$ cat src/rtl/array_reader.sv
// Burst reader: walks a combinational-read array from a start address and streams
// the words out through a 2-entry FIFO with valid/ready flow control.
module array_reader #(
   parameter int ADDR_W = 12,
   parameter int DATA_W = 32
) (
   input  logic              clk,
   input  logic              rst,
   input  logic              cmd_valid,
   output logic              cmd_ready,
   input  logic [ADDR_W-1:0] cmd_addr,
   input  logic [ADDR_W:0]   cmd_len,
   output logic [ADDR_W-1:0] r_addr,
   input  logic [DATA_W-1:0] r_data,
   output logic              out_valid,
   input  logic              out_ready,
   output logic [DATA_W-1:0] out_data,
   output logic              out_last,
   output logic              busy,
   output logic              done
);

   typedef enum logic [1:0] {S_IDLE, S_FETCH, S_DRAIN} state_t;

   localparam logic [ADDR_W-1:0] PTR_ONE = {{(ADDR_W-1){1'b0}}, 1'b1};
   localparam logic [ADDR_W:0]   LEN_ONE = {{ADDR_W{1'b0}}, 1'b1};

   state_t              r_state;
   state_t              w_state_nxt;
   logic [ADDR_W-1:0]   r_ptr;
   logic [ADDR_W:0]     r_remaining;
   logic                r_done;
   logic [DATA_W-1:0]   r_fifo_data [2];
   logic [1:0]          r_fifo_last;
   logic                r_rd_idx;
   logic                r_wr_idx;
   logic [1:0]          r_count;

   logic                w_accept;
   logic                w_fetch;
   logic                w_pop;
   logic                w_head_last;
   logic                w_done_nxt;

   assign out_valid   = (r_count != 2'd0);
   assign w_pop       = out_valid && out_ready;
   assign w_head_last = r_fifo_last[r_rd_idx];
   assign out_data    = out_valid ? r_fifo_data[r_rd_idx] : '0;
   assign out_last    = out_valid && w_head_last;
   assign r_addr      = r_ptr;
   assign done        = r_done;

   always_ff @(posedge clk or negedge rst) begin
      if (!rst) r_state <= S_IDLE;
      else      r_state <= w_state_nxt;
   end

   // A fetch may refill the slot freed by a same-cycle pop, giving one word per cycle.
   always_comb begin
      w_state_nxt = r_state;
      w_accept    = 1'b0;
      w_fetch     = 1'b0;
      w_done_nxt  = 1'b0;
      cmd_ready   = 1'b0;
      busy        = 1'b1;
      unique case (r_state)
         S_IDLE: begin
            cmd_ready = 1'b1;
            busy      = 1'b0;
            if (cmd_valid) begin
               if (cmd_len != '0) begin
                  w_accept    = 1'b1;
                  w_state_nxt = S_FETCH;
               end else begin
                  w_done_nxt = 1'b1;
               end
            end
         end
         S_FETCH: begin
            w_fetch = (r_count != 2'd2) || w_pop;
            if (w_fetch && (r_remaining == LEN_ONE)) w_state_nxt = S_DRAIN;
         end
         S_DRAIN: begin
            if (w_pop && w_head_last) begin
               w_state_nxt = S_IDLE;
               w_done_nxt  = 1'b1;
            end
         end
         default: w_state_nxt = S_IDLE;
      endcase
   end

   always_ff @(posedge clk or negedge rst) begin
      if (!rst) begin
         r_ptr       <= '0;
         r_remaining <= '0;
         r_done      <= 1'b0;
      end else begin
         r_done <= w_done_nxt;
         if (w_accept) begin
            r_ptr       <= cmd_addr;
            r_remaining <= cmd_len;
         end else if (w_fetch) begin
            r_ptr       <= r_ptr + PTR_ONE;
            r_remaining <= r_remaining - LEN_ONE;
         end
      end
   end

   always_ff @(posedge clk or negedge rst) begin
      if (!rst) begin
         r_fifo_data[0] <= '0;
         r_fifo_data[1] <= '0;
         r_fifo_last    <= '0;
         r_rd_idx       <= 1'b0;
         r_wr_idx       <= 1'b0;
         r_count        <= '0;
      end else begin
         if (w_fetch) begin
            r_fifo_data[r_wr_idx] <= r_data;
            r_fifo_last[r_wr_idx] <= (r_remaining == LEN_ONE);
            r_wr_idx              <= ~r_wr_idx;
         end
         if (w_pop) r_rd_idx <= ~r_rd_idx;
         unique case ({w_fetch, w_pop})
            2'b10:   r_count <= r_count + 2'd1;
            2'b01:   r_count <= r_count - 2'd1;
            default: r_count <= r_count;
         endcase
      end
   end

endmodule

$ cat config.mk
export PLATFORM = sky130hd
export DESIGN_NAME = array_reader
export DESIGN_NICKNAME = d
export VERILOG_FILES = /design/src/rtl/array_reader.sv
export SDC_FILE = /design/constraint.sdc
export NUM_CORES = 1
export LEC_CHECK = 0
export CAP_MARGIN = 15
export CORE_MARGIN = 2
export CORE_UTILIZATION = 60
export CTS_CLUSTER_DIAMETER = 60
export DETAILED_ROUTE_END_ITERATION = 6
export DONT_BUFFER_PORTS = 1
export HOLD_SLACK_MARGIN = 0.08
export PLACE_DENSITY = 0.87
export SETUP_SLACK_MARGIN = 0.15
export SYNTH_ARGS = -nofsm -noshare
export SYNTH_HDL_FRONTEND = slang
export SYNTH_SLANG_ARGS = --single-unit
$ cat constraint.sdc
create_clock -name clk -period 4 [get_ports clk]
set_clock_uncertainty 0.2 [all_clocks]
set_input_delay 0 -clock clk [delete_from_list [all_inputs] [get_ports clk]]
set_output_delay 0 -clock clk [all_outputs]
set_load 0.03 [all_outputs]
Yosys cells after proc, flatten, opt, wreduce, memory -nomap -nowiden
Index checks and enable logic that the tools add are counted.
{"block": "word_totals", "mem_bits_ro": 0, "ram_bits": 0, "inputBits": 61, "memories": 0, "latchBits": 0, "regBits": 98}
{"block": "op_classes", "addsub": 4, "n_div": 0, "mul": 0, "bitwise_logic": 4, "shifts": 0, "reduce_logical": 13, "muxes": 32, "eq_ne": 10, "order_cmp": 6}
{"cell": "$mux 32", "n": 5}
{"cell": "$bwmux 64", "n": 1}
{"cell": "$demux 32 s1", "n": 1}
{"cell": "$mux 13", "n": 2}
{"cell": "$mux 12", "n": 2}
{"cell": "$eq 13x1->1 const B", "n": 1}
{"cell": "$reduce_bool 13->1", "n": 1}
{"cell": "$sub 13x1->13 const B", "n": 1}
{"cell": "$add 12x1->12 const B", "n": 1}
{"cell": "$mux 1", "n": 12}
{"cell": "$ne 2x2->1 const B", "n": 5}
{"cell": "$mux 2", "n": 4}
{"cell": "$logic_and 1x1->1", "n": 6}
{"cell": "$pmux 2 s3", "n": 1}
{"cell": "$reduce_bool 2->1", "n": 3}
{"cell": "$eq 2x1->1 const B", "n": 2}
{"cell": "$eq 2x2->1 const B", "n": 2}
{"cell": "$ge 2x2->1 const B", "n": 2}
{"cell": "$lt 1x2->1 const B", "n": 2}
{"cell": "$not 1->2", "n": 2}
{"cell": "$pmux 2 s2", "n": 1}
{"cell": "$reduce_and 4->1", "n": 1}
{"cell": "$add 2x1->2 const B", "n": 1}
{"cell": "$bwmux 2", "n": 1}
{"cell": "8 further kinds", "n": 9}

Logic depth before layout (Yosys ltp)
Gate-level depths: netlist of run 1.
{"block": "depth", "word_depth": 6, "mapped_depth": 8, "ltp_nobuf": 7}

Worst setup path after synthesis of run 1
No wires, ideal clock.
{"block": "synth_timing", "kind": "reg-to-reg", "startpoint": "reg r_state[0]", "endpoint": "reg r_ptr[7] (netlist: r_addr[7])", "path_buffers": 2, "arrival_ps": 1833, "setup_time_ps": 124, "period_less_slack_ps": 2156, "slack_ps": 1844, "t_required_ps": 3676, "path_stages_with_launch": 7, "cell_sequence": "dfrtp_1 nor2_1 and2_1 clkbuf_1 clkbuf_1 a32oi_1 o31a_1"}
{"block": "synth_between", "elab_chain_len": 3}
{"item": "from (decl)", "line_no": "28", "text": "state_t r_state;"}
{"item": "from (signal assigned)", "line_no": "55", "text": "else r_state <= w_state_nxt;"}
{"item": "$eq 2x1->1 or $logic_not 2->1 (tied branches)", "line_no": "66", "text": "unique case (r_state)"}
{"item": "$mux 1", "line_no": "66"}
{"item": "$reduce_bool 2->1 (no line) or $mux 12 (tied branches)"}
{"item": "to (signal assigned)", "line_no": "101", "text": "r_ptr <= cmd_addr;"}
{"item": "to (signal assigned)", "line_no": "104", "text": "r_ptr <= r_ptr + PTR_ONE;"}
{"item": "to (decl)", "line_no": "30", "text": "logic [ADDR_W-1:0] r_ptr;"}
Parallel ways exist; a longest one is shown, timed or not.
A chain may end at the register's enable or synchronous reset.

Final worst setup path of run 1
{"block": "layout_timing", "startpoint": "reg r_state[0]", "endpoint": "reg r_remaining[8]"}
{"block": "layout_between", "elab_chain_len": 3}
{"item": "$eq 2x1->1 or $logic_not 2->1 (tied branches)", "line_no": "66"}
{"item": "$mux 1", "line_no": "66"}
{"item": "$reduce_bool 2->1 (no line) or $mux 13 (tied branches)"}
{"item": "to (signal assigned)", "line_no": "102", "text": "r_remaining <= cmd_len;"}
{"item": "to (signal assigned)", "line_no": "105", "text": "r_remaining <= r_remaining - LEN_ONE;"}
{"item": "to (decl)", "line_no": "31", "text": "logic [ADDR_W:0] r_remaining;"}
Parallel ways exist; a longest one is shown, timed or not.

==> parameters.txt, run 1 <==
Parameter                              Value

GRT
  Met1 track utilization from global routing    35.54%
  First-pass GRT wire length    19,950 um
  Pin count of the biggest net entering global routing    99
  Busiest layer in global routing    met2
  Via count of the first global-routing pass    3,989
  All-layer global routing usage    28.94%
  Number of antenna violations at the first check in global routing    0
  Gr ovfl total    0
  Met3 Track Usage GR    4.901%
  Met2 demand-to-capacity share in global routing    49.41%

Routing
  Detail-routed net length per standard cell    21.00 um
  Total routed wirelength    12,600 um
  Routed vias    3,752
  Post-route DRC violation count    0
  Via/cell ratio    6.253
  Number of antenna-violating nets in the routed design    0
  Count of routing violations after the opening detailed-route iteration    195
  First-pass DRT Iterations    5

Yosys
  Combinational family with the most area after synthesis    multiplexers
  Net count of the mapped netlist    483
  Share of the synthesized area in the top cell type    49.10%
  Synth Area in Simple Gates    13.18%
  Netlist Area Pre-Place    4995 sq um
  Most frequently used cell type in the post-synthesis netlist    dfrtp_1
  Area fraction in compound gates after synthesis    7.290%
  Sequential cell area fraction in the yosys report    49.10%
  Flip-flop and latch count after synthesis    98
  Mapped Avg Cell Area    11.95 sq um
  Syn Inst Count    418
  Post-synth EDFFs    0
  Post-synthesis xor/xnor area fraction    1.227%
  Yosys cell types    58
  Synth warnings    0
  Adder-cell share of the synthesized area    1.002%
  Synth top cells by count    dfrtp_1 (98), nor2_1 (43), mux2_2 (38)
  Top flip-flop cell by instance count after synthesis    dfrtp_1
  Async S/R FF share, synth    100.0%
  Largest area contributor in the synthesized netlist    dfrtp_1
  Mux contribution to synthesized area    23.72%
  Dominant cells by area after synthesis    dfrtp_1 (49%), mux2_2 (8.6%), mux2_4 (8.1%)

Pwr
  Peak VDD IR    0.4297 mV
  Power density over cell area    913.5 nW/um^2
  Leakage power of the design    2.629 nW

Min path
  Class of the worst hold path    in2async

Floorplanning
  Die ar.    9071 sq um
  Num ports    110
  Overall die height    95.24 um
  Starting density of the core    61.41%
  Die X-Extent    95.24 um
  Std-Cell Rows    33
  Core area    8134 sq um

Placed design
  Port Buf Inserts    0
  Half-perimeter wire length after detailed placement    7033 um
  Total instance count after detailed placement    502
  DP Worst Slack    1341 ps
  Final estimated routing congestion in global placement    0.8543

Setup path
  Cell depth of the worst flop-to-flop path    6
  Delay of the slowest cell on the worst path    650 ps
  CP max stage cell    and2_1
  Dominant cell type by count on the critical path    dlygate4sd3_1
  Endpoint class of the critical path    flip-flop
  FF-to-FF End    r_remaining[8]$_DFFE_PN0P_
  Worst path cell trace    nor2_1 -> and2_1 -> nand3_1 -> dlygate4sd3_1 -> o221ai_1 -> dlygate4sd3_1
  Crit Path Category    reg2reg
  Worst-path maximum fanout    15
  Register-to-register setup slack    610 ps
  Critical Path RT    4100 ps
  Startpoint of the lowest-slack register-to-register path    r_state[0]$_DFFE_PN0P_
  Arrival time at the worst endpoint    3490 ps
  Startpoint types    flip-flop

Clock network
  TritonCTS clock tree    built
  Register clock-pin slew on the reported worst setup and hold paths    110 ps
  Number of clock sinks seen by CTS    98
  Root cell of the clock tree    clkbuf_8
  Clock buffers created by TritonCTS    9
  Post-CTS Setup Repair Bufs    0
  Maximum clock path buffer count    2
  Number of H-tree levels    3
  Clock insertion delay at the later pin of the skew report    360 ps

STA
  Final critical delay including setup and external delays    3394 ps
  Upper clock frequency limit    294.6 MHz
  Least-Margin Pin Slew    1122 ps
  Final clock period utilization by the worst path    84.86%
  Endpoints failing setup    0
  Worst setup margin    605.6 ps
  Setup total negative slack    0 ps
  Worst slew margin relative to its limit    25.19%
  RSZ-0062 raised after global routing    no
  Final number of max-transition violations    0
  Final Hold Viols    0

Status
  Outcome    finished clean

Finish
  Share of cells above drive strength 1    19.39%
  Number of nets in the final layout    555
  Number of non-filler instances in the completed layout    600
  ANT cells    0
  Utilization after layout    74.17%
  Area grow syn2layout    20.79%

Job
  Max-capacitance violation count    0
==> through the flow <==
step	hold WS [ps]	cell area (sq um)	power, mW
after floorplan	-495.6	4995	4.211
after detailed placement	-493.6	4964	4.554
after global routing	113.7	6033	5.827
after CTS	104.2	6033	5.435
final	109.9	6033	5.512
after global placement	-493.5	4964	4.455
==> sequential cells by signal, indices dropped and copies added (netlist names) <==
name         count
r_fifo_data     64
r_remaining     13
r_addr          12
r_count          2
r_fifo_last      2
r_state          2
done             1
r_rd_idx         1
r_wr_idx         1
==> routing by layer <==
layer | wire length, um | vias to the layer above
li1 | - | 1674
met1 | 5066 | 1885
met2 | 6464 | 158
met3 | 730 | 35
met4 | 337 | 0
met5 | 0 | -
==> timing repair <==
action / 4_1_cts / 5_1_grt
endpoints found under the hold margin: 192 / 0
resized for setup: 0 / 0
hold buffers: 82 / 0
==> placed cells by master, fill, tap and decap left out, types with 2 or more instances in the layout <==
| cell type | instances |
|---|---|
| nor3_1 | 10 |
| o41ai_1 | 2 |
| o22ai_1 | 2 |
| dfrtp_1 | 97 |
| o211ai_1 | 2 |
| nor2_1 | 42 |
| mux2_4 | 27 |
| nand4_1 | 10 |
| or3_1 | 2 |
| mux2_2 | 38 |
| nand3_1 | 11 |
| and2_1 | 2 |
| xnor2_1 | 6 |
| a21oi_1 | 8 |
| nor4_1 | 9 |
| inv_6 | 5 |
| buf_16 | 2 |
| nand2b_1 | 6 |
| o221ai_1 | 3 |
| dlygate4sd3_1 | 80 |
| nand2_1 | 13 |
| ha_1 | 4 |
| o221a_2 | 3 |
| and3_1 | 2 |
| mux2i_1 | 34 |
| a211oi_1 | 3 |
| and4_1 | 3 |
| inv_1 | 12 |
| o21ai_0 | 11 |
| a31oi_1 | 2 |
| a221o_1 | 5 |
| clkbuf_8 | 9 |
==> where the power goes <==
part           internal, mW  switching (mW)
clock network         0.306           0.386
registers              1.47           0.617
logic                  1.17            1.56
total                  2.95            2.56
==> how the worst max path moves through the flow <==
stage                                       from                           to  slack (ps)  cells after the start
after detailed placement  r_state[0]$_DFFE_PN0P_        r_addr[6]$_DFFE_PN0P_        1340                      4
after CTS                 r_state[0]$_DFFE_PN0P_        r_addr[0]$_DFFE_PN0P_         780                      5
final                     r_state[0]$_DFFE_PN0P_   r_remaining[8]$_DFFE_PN0P_         610                      6
after global routing      r_state[0]$_DFFE_PN0P_   r_remaining[8]$_DFFE_PN0P_         500                      6
after global placement    r_count[0]$_DFFE_PN0P_  r_fifo_data[35]$_DFFE_PN0P_        1390                      3
after floorplan           r_state[0]$_DFFE_PN0P_        r_addr[7]$_DFFE_PN0P_        1840                      6
==> cells by family (layout without fill, tap and decap cells) <==
logic type               count (synthesis)  in the layout
flip-flops                              98             98
multiplexers                           100            100
adder cells (fa/ha/maj)                  4              4
AND/OR/NAND/NOR                        124            124
AO/OA/AOI/OAI                           50             50
XOR/XNOR                                 7              7
buffers and inverters                   35            112
==> worst max-delay path, delay by kind of cell, from the launching register on <==
| kind | cells | cell delay, ps |
|---|---|---|
| flip-flops | 1 | 460 |
| AO/OA/AOI/OAI | 1 | 70 |
| buffers and inverters | 2 | 1190 |
| AND/OR/NAND/NOR | 3 | 1410 |
==> final cells by class <==
| type | count | area, sq um |
|---|---|---|
| Clock inverter | 7 | 90.09 |
| Tap cell | 105 | 131.4 |
| Fill cell | 522 | 2101 |
| Clock buffer | 9 | 123.9 |
| Timing Repair Buffer | 83 | 863.3 |
| Inverter | 13 | 48.80 |
| Sequential cell | 98 | 2454 |
| Multi-Input combinational cell | 285 | 2322 |
Power figures use the tool's default switching activity.
==> run 2, diff against run 1 <==
Clock period 4 ns to 3.2 ns, I/O delays scaled along.
==> parameters.txt, run 2 (synthesized netlist as in run 1, its figures left out) <==
Parameter                              Value

Status
  Outcome    finished clean

GRT
  All-layer global routing usage    27.39%
  Pin count of the biggest net entering global routing    99
  Gr ovfl total    0
  Number of antenna violations at the first check in global routing    0
  First-pass GRT wire length    19,150 um
  Via count of the first global-routing pass    3,841

Floorplanning
  Num ports    110
  Std-Cell Rows    33
  Die X-Extent    95.24 um
  Die ar.    9071 sq um
  Core area    8134 sq um
  Starting density of the core    61.41%
  Overall die height    95.24 um

Setup path
  CP Depth    6
  CP max stage cell    dlygate4sd3_1
  Startpoint types    flip-flop
  Cell depth of the worst flop-to-flop path    6
  Register-to-register setup slack    270 ps
  Crit path to    r_addr[0]$_DFFE_PN0P_
  Startpoint of the lowest-slack register-to-register path    r_state[1]$_DFFE_PN0P_
  Endpoint class of the critical path    flip-flop
  Largest delay contributor family on the critical path    buffers and inverters
  Crit Path Category    reg2reg
  Worst path cell trace    nand2b_1 -> nor2_4 -> clkinv_1 -> o21ai_1 -> o221a_2 -> dlygate4sd3_1
  Critical Path Start    r_state[1]$_DFFE_PN0P_
  FF-to-FF End    r_addr[0]$_DFFE_PN0P_
  Buffer and inverter count on the worst path    2
  Critical Path RT    3290 ps
  Worst-path maximum fanout    9
  Delay of the slowest cell on the worst path    590 ps
  Arrival time at the worst endpoint    3020 ps

Finish
  Top library cells by usage in the layout, fill and taps aside    dfrtp_1 (97), dlygate4sd3_1 (82), nor2_1 (42)
  Largest register FFs    64
  Register ranked first by flip-flop count    r_fifo_data
  Most common cell after layout, fill and taps aside    dfrtp_1
  Number of nets in the final layout    564
  ANT cells    0
  Area grow syn2layout    22.50%
  Number of non-filler instances in the completed layout    609
  Share of cells above drive strength 1    21.03%

Placed design
  Final estimated routing congestion in global placement    0.8620
  Total instance count after detailed placement    510
  Port Buf Inserts    0
  Half-perimeter wire length after detailed placement    7291 um

Pwr
  Overall Power    6.928 mW
  Power density over cell area    1132 nW/um^2
  Sequential Power Share    37.0%
  Clk pwr share    12.5%
  Peak VDD IR    0.5401 mV
  Switching part of the total    45.80%
  Leakage power of the design    2.678 nW
  Net Switching    3.173 mW
  Power share of the combinational group    50.4%
  Internal Power    3.755 mW

Job
  Max-capacitance violation count    0

Min path
  Class of the worst hold path    in2reg

Routing
  Detail-routed net length per standard cell    19.94 um
  Routed vias    3,764
  Number of antenna-violating nets in the routed design    0
  Routed length on met1    4949 um
  Routed wire length on met3    875 um
  Detailed route wirelength on metal2    6065 um
  Post-route DRC violation count    0
  Count of routing violations after the opening detailed-route iteration    278
  Uppermost signal routing layer after detailed routing    met4
  Via/cell ratio    6.181
  Total routed wirelength    12,140 um
  First-pass DRT Iterations    4

STA
  Final critical delay including setup and external delays    2933 ps
  Upper clock frequency limit    340.9 MHz
  Setup total negative slack    0 ps
  Final clock period utilization by the worst path    91.66%
  Worst slew margin relative to its limit    44.54%
  Final Hold Viols    0
  Worst slack on hold paths    141.1 ps
  Endpoints failing setup    0
  Final number of max-transition violations    0
  RSZ-0062 raised after global routing    yes
  Least-Margin Pin Slew    828.9 ps

Clock network
  Clock buffers created by TritonCTS    9
  Maximum clock path buffer count    2
  TritonCTS clock tree    built
  Number of H-tree levels    3
  Clock insertion delay at the later pin of the skew report    360 ps
  Register clock-pin slew on the reported worst setup and hold paths    110 ps
  Number of clock sinks seen by CTS    98
  Root cell of the clock tree    clkbuf_8
==> run 2: cell types whose count changed in the layout (fill, tap and decap cells not counted), moves of 2 or more <==
| cell | change |
|---|---|
| buf_4 | +6 |
| inv_8 | +3 |
| buf_12 | +2 |
| dlygate4sd3_1 | +2 |
| inv_6 | -2 |
==> run 2: power groups by stage <==
stage	logic, mW	registers [mW]	clock network, mW
6_report	3.49	2.57	0.869
5_1_grt	3.74	2.63	0.933
4_1_cts	3.44	2.53	0.874
3_5_place_dp	3.18	2.56	0
3_3_place_gp	3.10	2.50	0
2_1_floorplan	2.94	2.32	0
==> run 2: per-stage QoR <==
step           cell area (sq um)  worst slack, ps  util [%]
2_1_floorplan               4995             1044         -
3_3_place_gp                5049            905.2     62.07
3_5_place_dp                5049            877.7     62.07
4_1_cts                     6111            332.6     75.13
5_1_grt                     6118            108.4     75.22
6_report                    6118            266.8     75.22
==> run 2: area by class of cell <==
cell class | count | area, sq um
flip-flops and latches | 98 | 2454
clock buffers | 9 | 123.9
fillers | 503 | 2016
multi-input cells | 285 | 2330
inverters | 13 | 48.80
well taps | 105 | 131.4
repair buffers | 92 | 940.9
clock inverters | 7 | 90.09
==> run 2: how the worst min path moves through the flow <==
stage	depth (start not counted)	end	slack, ps	start
after floorplan	0	done$_DFF_PN0_	-500	rst
after global placement	0	r_fifo_data[50]$_DFFE_PN0P_	-490	rst
after detailed placement	0	r_fifo_data[50]$_DFFE_PN0P_	-490	rst
after CTS	2	r_addr[3]$_DFFE_PN0P_	110	cmd_addr[3]
after global routing	2	r_addr[3]$_DFFE_PN0P_	130	cmd_addr[3]
final	2	r_addr[3]$_DFFE_PN0P_	140	cmd_addr[3]
==> run 2: timing repair <==
| action | CTS | global route |
|---|---|---|
| setup endpoints to repair | 0 | 4 |
| setup buffers | 0 | 0 |
| hold buffers | 83 | 0 |
| resized for setup | 0 | 4 |
| hold endpoints to repair | 192 | 0 |
==> run 2: layer usage <==
| metal | track usage [%] | up-vias |
|---|---|---|
| met5 | 0 | - |
| met2 | 45.60 | 185 |
| li1 | - | 1691 |
| met1 | 35.51 | 1856 |
| met4 | 7.971 | 0 |
| met3 | 6.957 | 32 |
